<file path="config.mk">
export PLATFORM = sky130hd
export DESIGN_NAME = qos_priority_scheduler
export DESIGN_NICKNAME = d
export VERILOG_FILES = /design/src/rtl/qos_pkg.sv /design/src/rtl/qos_serial_entry.sv /design/src/rtl/qos_priority_scheduler.sv
export SDC_FILE = /design/constraint.sdc
export NUM_CORES = 1
export LEC_CHECK = 0
export BUFFER_PORTS_ARGS = -buffer_cell sky130_fd_sc_hd__buf_2
export CORE_ASPECT_RATIO = 1.75
export CORE_UTILIZATION = 50
export DETAILED_ROUTE_END_ITERATION = 6
export PLACE_DENSITY = 0.72
export SLEW_MARGIN = 20
export SYNTH_ARGS = -nofsm -noshare
export SYNTH_HDL_FRONTEND = slang
export SYNTH_SLANG_ARGS = --single-unit
</file>
<file path="constraint.sdc">
create_clock -name i_clk -period 4.75 [get_ports i_clk]
set_clock_uncertainty 0.15 [all_clocks]
set_input_delay 0 -clock i_clk [delete_from_list [all_inputs] [get_ports i_clk]]
set_output_delay 0 -clock i_clk [all_outputs]
set_load 0.05 [all_outputs]
</file>
<file path="src/rtl/qos_pkg.sv">
// qos_pkg: width helpers, default constants and the queue-selection helper
// shared by the QoS scheduler and its optional serial entry front end.
package qos_pkg;

  localparam int MAX_Q         = 8;
  localparam int CNT_W_DEFAULT = 7;

  function automatic int qid_w(input int n);
    return (n > 1) ? $clog2(n) : 1;
  endfunction

  function automatic int depth_w(input int d);
    return $clog2(d + 1);
  endfunction

  function automatic int tick_w(input int p);
    return (p > 1) ? $clog2(p) : 1;
  endfunction

  function automatic int total_w(input int cw, input int n);
    return cw + qid_w(n);
  endfunction

  // Urgent queues win, highest index first; otherwise lowest non-empty index.
  function automatic int qos_select(input logic [MAX_Q-1:0] urg,
                                    input logic [MAX_Q-1:0] nonempty);
    int pick;
    pick = 0;
    if (|urg) begin
      for (int i = 0; i < MAX_Q; i++)
        if (urg[i]) pick = i;
    end else begin
      for (int i = MAX_Q - 1; i >= 0; i--)
        if (nonempty[i]) pick = i;
    end
    return pick;
  endfunction

endpackage

</file>
<file path="src/rtl/qos_serial_entry.sv">
// qos_serial_entry: builds packets bit by bit from two debounced active-low
// buttons (MSB first, qid in the top bits). Only compiled when
// QOS_SERIAL_IN_EN is defined.
`ifdef QOS_SERIAL_IN_EN
module qos_serial_entry #(
  parameter int QW     = 2,
  parameter int DATA_W = 2
) (
  input  logic              i_clk,
  input  logic              i_rst,
  input  logic              i_btn_zero_n,
  input  logic              i_btn_one_n,
  input  logic              i_start_n,
  output logic              o_pkt_valid,
  output logic [QW-1:0]     o_pkt_qid,
  output logic [DATA_W-1:0] o_pkt_data
);
  localparam int PW = QW + DATA_W;
  localparam int BW = $clog2(PW + 1);

  logic          r_zero_d, r_one_d, r_valid;
  logic [PW-1:0] r_shift, r_pkt;
  logic [BW-1:0] r_bits;
  logic          w_fall0, w_fall1, w_bit;
  logic [PW-1:0] w_next;

  // Edge detect; a simultaneous press of both buttons counts as a zero.
  always_comb begin
    w_fall0 = r_zero_d & ~i_btn_zero_n;
    w_fall1 = r_one_d & ~i_btn_one_n;
    w_bit   = ~w_fall0;
    w_next  = {r_shift[PW-2:0], w_bit};
  end

  // Shift register and bit counter; issues a packet after PW bits.
  always_ff @(posedge i_clk) begin
    if (i_rst) begin
      r_zero_d <= 1'b1;
      r_one_d  <= 1'b1;
      r_shift  <= '0;
      r_pkt    <= '0;
      r_bits   <= '0;
      r_valid  <= 1'b0;
    end else begin
      r_zero_d <= i_btn_zero_n;
      r_one_d  <= i_btn_one_n;
      r_valid  <= 1'b0;
      if (!i_start_n) begin
        r_shift <= '0;
        r_bits  <= '0;
      end else if (w_fall0 || w_fall1) begin
        if (r_bits == BW'(PW - 1)) begin
          r_pkt   <= w_next;
          r_valid <= 1'b1;
          r_shift <= '0;
          r_bits  <= '0;
        end else begin
          r_shift <= w_next;
          r_bits  <= r_bits + BW'(1);
        end
      end
    end
  end

  assign o_pkt_valid = r_valid;
  assign o_pkt_qid   = r_pkt[PW-1 -: QW];
  assign o_pkt_data  = r_pkt[DATA_W-1:0];

endmodule
`endif

</file>
<file path="src/rtl/qos_priority_scheduler.sv">
// qos_priority_scheduler: NUM_Q class FIFOs with drop-oldest overflow, one
// release per TX_PERIOD, urgency pre-emption and per-queue statistics.
// Define QOS_SERIAL_IN_EN to replace the parallel packet port with the
// button-driven serial entry front end.
module qos_priority_scheduler
  import qos_pkg::*;
#(
  parameter int NUM_Q      = 4,
  parameter int DEPTH      = 6,
  parameter int DATA_W     = 2,
  parameter int URGENT_LVL = 5,
  parameter int TX_PERIOD  = 150000000,
  parameter int CNT_W      = 7
) (
  input  logic                               i_clk,
  input  logic                               i_rst,
`ifdef QOS_SERIAL_IN_EN
  input  logic                               i_btn_zero_n,
  input  logic                               i_btn_one_n,
  input  logic                               i_start_n,
`else
  input  logic                               i_in_valid,
  input  logic [qid_w(NUM_Q)-1:0]            i_in_qid,
  input  logic [DATA_W-1:0]                  i_in_data,
`endif
  input  logic                               i_tx_ready,
  output logic                               o_tx_valid,
  output logic [qid_w(NUM_Q)-1:0]            o_tx_qid,
  output logic [DATA_W-1:0]                  o_tx_data,
  output logic [NUM_Q*depth_w(DEPTH)-1:0]    o_depth,
  output logic [NUM_Q*DEPTH*DATA_W-1:0]      o_q_flat,
  output logic [NUM_Q*CNT_W-1:0]             o_rx_cnt,
  output logic [NUM_Q*CNT_W-1:0]             o_tx_cnt,
  output logic [NUM_Q*CNT_W-1:0]             o_drop_cnt,
  output logic [total_w(CNT_W, NUM_Q)-1:0]   o_total_rx,
  output logic [total_w(CNT_W, NUM_Q)-1:0]   o_total_tx,
  output logic [total_w(CNT_W, NUM_Q)-1:0]   o_total_drop
);
  localparam int QW   = qid_w(NUM_Q);
  localparam int DW   = depth_w(DEPTH);
  localparam int TW   = tick_w(TX_PERIOD);
  localparam int TOTW = total_w(CNT_W, NUM_Q);

  logic [DATA_W-1:0] r_q      [NUM_Q][DEPTH];
  logic [DATA_W-1:0] w_q_nxt  [NUM_Q][DEPTH];
  logic [DW-1:0]     r_depth  [NUM_Q];
  logic [DW-1:0]     w_depth_nxt [NUM_Q];
  logic [CNT_W-1:0]  r_rx [NUM_Q];
  logic [CNT_W-1:0]  r_tx [NUM_Q];
  logic [CNT_W-1:0]  r_drop [NUM_Q];
  logic [TW-1:0]     r_tick;
  logic              r_pending, r_tx_valid;
  logic [QW-1:0]     r_tx_qid;
  logic [DATA_W-1:0] r_tx_data;
  logic [TOTW-1:0]   r_total_rx, r_total_tx, r_total_drop;

  logic              w_arr_valid;
  logic [QW-1:0]     w_arr_qid;
  logic [DATA_W-1:0] w_arr_data;
  logic [NUM_Q-1:0]  w_urg, w_ne, w_full, w_push, w_pop, w_drop;
  logic [QW-1:0]     w_sel;
  logic              w_deq, w_tick_end;
  logic [TOTW-1:0]   w_sum_rx, w_sum_tx, w_sum_drop;

`ifdef QOS_SERIAL_IN_EN
  qos_serial_entry #(.QW(QW), .DATA_W(DATA_W)) u_entry (
    .i_clk        (i_clk),
    .i_rst        (i_rst),
    .i_btn_zero_n (i_btn_zero_n),
    .i_btn_one_n  (i_btn_one_n),
    .i_start_n    (i_start_n),
    .o_pkt_valid  (w_arr_valid),
    .o_pkt_qid    (w_arr_qid),
    .o_pkt_data   (w_arr_data)
  );
`else
  assign w_arr_valid = i_in_valid;
  assign w_arr_qid   = i_in_qid;
  assign w_arr_data  = i_in_data;
`endif

  // Queue status flags and the service choice, all from pre-edge depths.
  always_comb begin
    w_urg  = '0;
    w_ne   = '0;
    w_full = '0;
    for (int i = 0; i < NUM_Q; i++) begin
      w_urg[i]  = r_depth[i] >= DW'(URGENT_LVL);
      w_ne[i]   = r_depth[i] != '0;
      w_full[i] = r_depth[i] == DW'(DEPTH);
    end
    w_sel      = QW'(qos_select(MAX_Q'(w_urg), MAX_Q'(w_ne)));
    w_deq      = r_pending && i_tx_ready && (|w_ne);
    w_tick_end = r_tick == TW'(TX_PERIOD - 1);
  end

  // Next queue contents: pop shifts toward the head, push lands at the tail,
  // a push into a full queue without a pop evicts the head.
  always_comb begin
    w_q_nxt     = r_q;
    w_depth_nxt = r_depth;
    w_push      = '0;
    w_pop       = '0;
    w_drop      = '0;
    for (int i = 0; i < NUM_Q; i++) begin
      w_push[i] = w_arr_valid && (w_arr_qid == QW'(i));
      w_pop[i]  = w_deq && (w_sel == QW'(i));
      w_drop[i] = w_push[i] && !w_pop[i] && w_full[i];
      if (w_pop[i] || w_drop[i]) begin
        for (int j = 0; j < DEPTH - 1; j++) w_q_nxt[i][j] = r_q[i][j+1];
        w_q_nxt[i][DEPTH-1] = '0;
      end
      if (w_push[i]) begin
        for (int j = 0; j < DEPTH; j++)
          if (DW'(j) == ((w_pop[i] || w_full[i]) ? r_depth[i] - DW'(1) : r_depth[i]))
            w_q_nxt[i][j] = w_arr_data;
      end
      if (w_pop[i] && !w_push[i])
        w_depth_nxt[i] = r_depth[i] - DW'(1);
      else if (w_push[i] && !w_pop[i] && !w_full[i])
        w_depth_nxt[i] = r_depth[i] + DW'(1);
    end
  end

  // Queue storage and per-queue statistics.
  always_ff @(posedge i_clk) begin
    if (i_rst) begin
      for (int i = 0; i < NUM_Q; i++) begin
        for (int j = 0; j < DEPTH; j++) r_q[i][j] <= '0;
        r_depth[i] <= '0;
        r_rx[i]    <= '0;
        r_tx[i]    <= '0;
        r_drop[i]  <= '0;
      end
    end else begin
      r_q     <= w_q_nxt;
      r_depth <= w_depth_nxt;
      for (int i = 0; i < NUM_Q; i++) begin
        r_rx[i]   <= r_rx[i] + CNT_W'(w_push[i]);
        r_tx[i]   <= r_tx[i] + CNT_W'(w_pop[i]);
        r_drop[i] <= r_drop[i] + CNT_W'(w_drop[i]);
      end
    end
  end

  // Transmit period timer, single outstanding request, registered tx outputs.
  always_ff @(posedge i_clk) begin
    if (i_rst) begin
      r_tick     <= '0;
      r_pending  <= 1'b0;
      r_tx_valid <= 1'b0;
      r_tx_qid   <= '0;
      r_tx_data  <= '0;
    end else begin
      r_tick <= w_tick_end ? '0 : r_tick + TW'(1);
      if (w_tick_end)
        r_pending <= 1'b1;
      else if (r_pending && (i_tx_ready || !(|w_ne)))
        r_pending <= 1'b0;
      r_tx_valid <= w_deq;
      if (w_deq) begin
        r_tx_qid  <= w_sel;
        r_tx_data <= r_q[w_sel][0];
      end
    end
  end

  // Statistic totals, summed from the registered per-queue counters.
  always_comb begin
    w_sum_rx   = '0;
    w_sum_tx   = '0;
    w_sum_drop = '0;
    for (int i = 0; i < NUM_Q; i++) begin
      w_sum_rx   = w_sum_rx + TOTW'(r_rx[i]);
      w_sum_tx   = w_sum_tx + TOTW'(r_tx[i]);
      w_sum_drop = w_sum_drop + TOTW'(r_drop[i]);
    end
  end

  // Totals are registered, so they trail the per-queue counters by a cycle.
  always_ff @(posedge i_clk) begin
    if (i_rst) begin
      r_total_rx   <= '0;
      r_total_tx   <= '0;
      r_total_drop <= '0;
    end else begin
      r_total_rx   <= w_sum_rx;
      r_total_tx   <= w_sum_tx;
      r_total_drop <= w_sum_drop;
    end
  end

  // Flatten internal arrays onto the packed status outputs.
  always_comb begin
    o_depth    = '0;
    o_q_flat   = '0;
    o_rx_cnt   = '0;
    o_tx_cnt   = '0;
    o_drop_cnt = '0;
    for (int i = 0; i < NUM_Q; i++) begin
      o_depth[i*DW +: DW]          = r_depth[i];
      o_rx_cnt[i*CNT_W +: CNT_W]   = r_rx[i];
      o_tx_cnt[i*CNT_W +: CNT_W]   = r_tx[i];
      o_drop_cnt[i*CNT_W +: CNT_W] = r_drop[i];
      for (int j = 0; j < DEPTH; j++)
        o_q_flat[(i*DEPTH + j)*DATA_W +: DATA_W] = r_q[i][j];
    end
  end

  assign o_tx_valid   = r_tx_valid;
  assign o_tx_qid     = r_tx_qid;
  assign o_tx_data    = r_tx_data;
  assign o_total_rx   = r_total_rx;
  assign o_total_tx   = r_total_tx;
  assign o_total_drop = r_total_drop;

endmodule
</file>
After elaboration in Yosys (flattened, before gate mapping)
Memory sizes are Yosys's and may differ from the RTL's. Index checks and enable logic that the tools add are counted.

Flip-flop bits (word level): 121. Memory bits (writable): 84. Input port bits: 8. Output and inout bits: 176. Logic and storage cells: 257. Memories kept: 3.

Add/sub/neg operators: 30. Magnitude comparators: 5. Equal/unequal tests: 31. Muxes and demuxes: 72. Bitwise operators: 13. Reduce and logical (&&, ||, !) cells: 67.

Memory list: r_drop (depth 4, bits a word 7, read ports 4, clocked after memory_dff 0, write ports 4, line qos_priority_scheduler.sv:50) `logic [CNT_W-1:0] r_drop [NUM_Q];`; r_rx (depth 4, bits a word 7, read ports 4, clocked after memory_dff 0, write ports 4, line qos_priority_scheduler.sv:48) `logic [CNT_W-1:0] r_rx [NUM_Q];`; r_tx (depth 4, bits a word 7, read ports 4, clocked after memory_dff 0, write ports 4, line qos_priority_scheduler.sv:49) `logic [CNT_W-1:0] r_tx [NUM_Q];`.

Operators with widths (count): $mux W12 (10); $add A7 B1 Y7 (12); $mux W7 (12); $mux W2 (31); $mux W3 (12); $add A28 B1 Y28 const B (1); $eq A28 B28 Y1 const B (1); $add A8 B7 Y9 (3); $add A9 B7 Y9 (3); $logic_and A1 B1 Y1 (27); $add A7 B7 Y8 (3); $bmux W12 S2 (1); $eq A2 B3 Y1 const A (8); $eq A3 B3 Y1 const A (8); $ge A3 B3 Y1 const B (5); $logic_not A1 Y1 (13); $add A3 B1 Y3 const B (4); $eq A1 B3 Y1 const A (4); $eq A3 B3 Y1 const B (4); $logic_not A3 Y1 (4); $or A1 B1 Y1 (12); $reduce_bool A3 Y1 (4); $sub A3 B1 Y3 const B (4); $reduce_bool A2 Y1 (5); other kinds (8) (27).

Longest topological paths before layout
Depth in word-level cells: 15. Mapped depth: 15.

Worst setup path after synthesis
OpenSTA, ideal clock, no wires.

Path type: reg-to-reg. From: memory r_drop[1][1]. To: register r_total_drop[7], in the netlist o_total_drop[7]. Setup time: 128 ps. Arrival: 3468 ps. Data required time: 4472 ps. Path slack: 1005 ps. Stages on the path, launching flop included: 14. Buffers on the path: 1. Period minus slack after synthesis: 3745 ps. Cells stage by stage: dfxtp_1 > clkbuf_1 > inv_1 > fa_1 > fa_1 > inv_1 > ha_1 > fa_1 > a21o_1 > a21o_1 > a21o_1 > a21oi_1 > xor2_1 > nor2_1.

RTL lines: start: declaration (line qos_priority_scheduler.sv:50); end signal: assignment (line qos_priority_scheduler.sv:189) `r_total_drop <= w_sum_drop;`; end: declaration (line qos_priority_scheduler.sv:55) `logic [TOTW-1:0] r_total_rx, r_total_tx, r_total_drop;`.

==> impl_metrics.ini <==
[placement]
dpl.hpwl_um = 21200
gp_congestion = 0.860
io_buffers = 183
dpl_cell_area_um2 = 12500

[finish]
antenna_cells = 0
drive_gt1_frac = 0.185
fill_cells = 1999
layout.nets = 1525
synthToLayoutAreaGrowth_pct = 16.9
stdcell_area_um2 = 13300

[die]
io_pins = 184
die-area_um2 = 23500
rows = 72
die_y_um = 202
floorplan.initialDensity = 0.513
core_um2 = 22300
die_x_um = 116

[cts]
ctsResizeCount = 0
cts_buffer_depth = 3
cts_sinks = 205
clkLatencyLatePin_ns = 0.51
numCtsBuffers = 21
clk_pin_slew_ns = 0.06
cts_tree = built
cts_max_level = 1
clockRootBuffer = clkbuf_16
post_cts_buffers = 0

[timing]
slew_viol_final = 0
rsz0062_at_grt = no
max_freq_ghz = 0.273
hold_viol = 0
tns_ns = 0
setup_viol = 0
finalCritPeriodShare = 0.770
period_needed_ns = 3.66
relSlewSlack = 0.369
worst_pin_slew_ns = 0.946

[worst_setup_path]
crit_required_ns = 4.98
crit_path_start = o_depth[6]
crit_family = simple AND/OR/NAND/NOR gates
crit_type = register to register
path_buf_inv = 1
crit_chain = inv_1 -> ha_1 -> nor2b_1 -> a21bo_2 -> a31oi_2 -> nor2_1 -> nor3_1 -> ha_1 -> ha_1 -> nand3_1 -> nor3_1 -> xnor2_1 -> nor2_1
cp-start-kind = register
rr_startpoint = o_depth[6]
worst_ep_arrival_time_ns = 3.89
path_common_cell = ha_1
crit_fanout = 12
rrSetupSlack_ns = 1.09
critPathSlowestCell = dfxtp_1
end_kind = register
max_stage_delay_ns = 0.56

[min_path]
hold_path_class = primary input to register
worstHoldStart = i_in_valid

[logic_synthesis]
yosysMostFrequentCell = dfxtp_1
avgSynthCellArea_um2 = 9.24
synth_top_area_cell = dfxtp_1
async_flop_share = 0
syn-instance-count = 1236
synth_edf_count = 0
yosys.area.top_type_share = 0.359
synth_nets = 1352
synth_area_um2 = 11400
synth_top_flop_cell = dfxtp_1
yosys-top-cells-count = 205 x dfxtp_1, 155 x nor2_1, 115 x inv_1, 72 x xnor2_1, 66 x ha_1
synth_seq_area_share = 0.359
netlist-cell-type-count = 84
synth_area_leaders = dfxtp_1 36%, fa_1 7.4%, ha_1 7.2%
ys_ff_latch = 205
ys_warn_count = 0

[grt]
grt_pass1_vias = 9034
grt_max_degree = 125
antenna_found_initial = 0
grt_overflow = 0
track_usage = 0.241
grt_pass1_wl_um = 44800

[pwr]
netSwitchingPower_w = 0.00100
clkPwrFrac = 0.454
ir_worst_vdd_v = 0.000281
internal_power_w = 0.00298
leakage_nw = 5.97
combPwrFrac = 0.102
p_sw_frac = 0.252
p_seq_frac = 0.444
power.density_nw_per_um2 = 298

[route]
drtPass1Iterations = 5
vias = 9122
wire_per_inst_um = 16.2
drc_errors = 0
ant_nets = 0
wl_um = 27900
drtIter0Drc = 395
viasPerCell = 5.31

[flow_run]
drv_cap = 0

[status]
outcome = complete, no violations
[final cells by class]
cell class | instances | area (um^2) | share of cell area
clock inverters | 7 | 141 | 0.0106
repair buffers | 192 | 1010 | 0.0756
well taps | 296 | 370 | 0.0277
multi-input cells | 870 | 6670 | 0.500
flip-flops and latches | 205 | 4100 | 0.307
inverters | 119 | 449 | 0.0336
clock buffers | 29 | 606 | 0.0454
[cells by family after synthesis]
group                    Yosys count  synth area share
XOR/XNOR                          98            0.0752
AO/OA/AOI/OAI                    155             0.103
AND/OR/NAND/NOR                  438             0.193
buffers and inverters            161            0.0563
adder cells (fa/ha/maj)          108             0.146
multiplexers                      71            0.0666
flip-flops                       205             0.359
[cell usage in the layout, fill, tap and decap left out, types with 26 or more instances in the layout]
cell,instances
a21oi_1,29
buf_2,182
dfxtp_1,205
fa_1,42
ha_1,66
inv_1,115
mux2i_1,46
nand2_1,58
nand3_1,50
nor2_1,155
nor2b_1,46
nor3_1,37
xnor2_1,72
xor2_1,26
[what timing repair did]
action	CTS	global route
endpoints found under the hold margin	113	0
hold buffers	8	0
setup endpoints to repair	0	0
[power by group through the flow]
| stage | combinational [W] | sequential (W) | clock, W |
|---|---|---|---|
| floorplan | 0.000256 | 0.00186 | 0 |
| global placement | 0.000393 | 0.00181 | 0 |
| detailed placement | 0.000399 | 0.00181 | 0 |
| CTS | 0.000405 | 0.00177 | 0.00185 |
| global route | 0.000441 | 0.00177 | 0.00191 |
| finish | 0.000406 | 0.00177 | 0.00181 |
[metal layers]
metal  routed length (um)  track usage  part of all wire  vias to the layer above
met3                 1410       0.0435             0.051                       48
met4                  915        0.101             0.033                        0
li1                     -            -                 -                     4509
met5                    0            0                 0                        -
met1                10800        0.268              0.39                     4345
met2                14800        0.436              0.53                      220
[worst paths after layout]
| kind | cells past startpoint | to |
|---|---|---|
| max reg2reg | 13 | r_drop[3][6] |
| min reg2reg | 1 | r_tick[0] |
| max | 13 | r_drop[3][6] |
| min | 6 | o_q_flat[28] |
[metrics by stage]
stage,cells,setup WS (ns),hold slack (ns),total power [W],utilization
2_1_floorplan,1236,1.00,0.0523,0.00212,-
3_3_place_gp,1674,1.24,0.178,0.00220,0.563
3_5_place_dp,1674,1.13,0.197,0.00221,0.563
4_1_cts,1718,1.10,0.00168,0.00402,0.600
5_1_grt,1718,0.739,0.0609,0.00412,0.600
6_report,1718,1.09,0.0309,0.00398,0.600
[state kept, by name (all words and copies together) (netlist names)]
| register | count |
|---|---|
| o_tx_valid | 1 |
| o_tx_qid | 2 |
| o_tx_data | 2 |
| o_depth | 12 |
| r_drop | 28 |
| r_tick | 28 |
| r_rx | 28 |
| o_total_rx | 9 |
| o_q_flat | 48 |
| o_total_drop | 9 |
| o_total_tx | 9 |
| r_pending | 1 |
| r_tx | 28 |
[tightest hold or removal path: stages]
cell and delay, ns:
buf_2 0.12, nand2_1 0.06, or2_2 0.22, a31oi_2 0.09, nand2_1 0.09, o21ai_1 0.06
(Power assumes the default switching activity.)
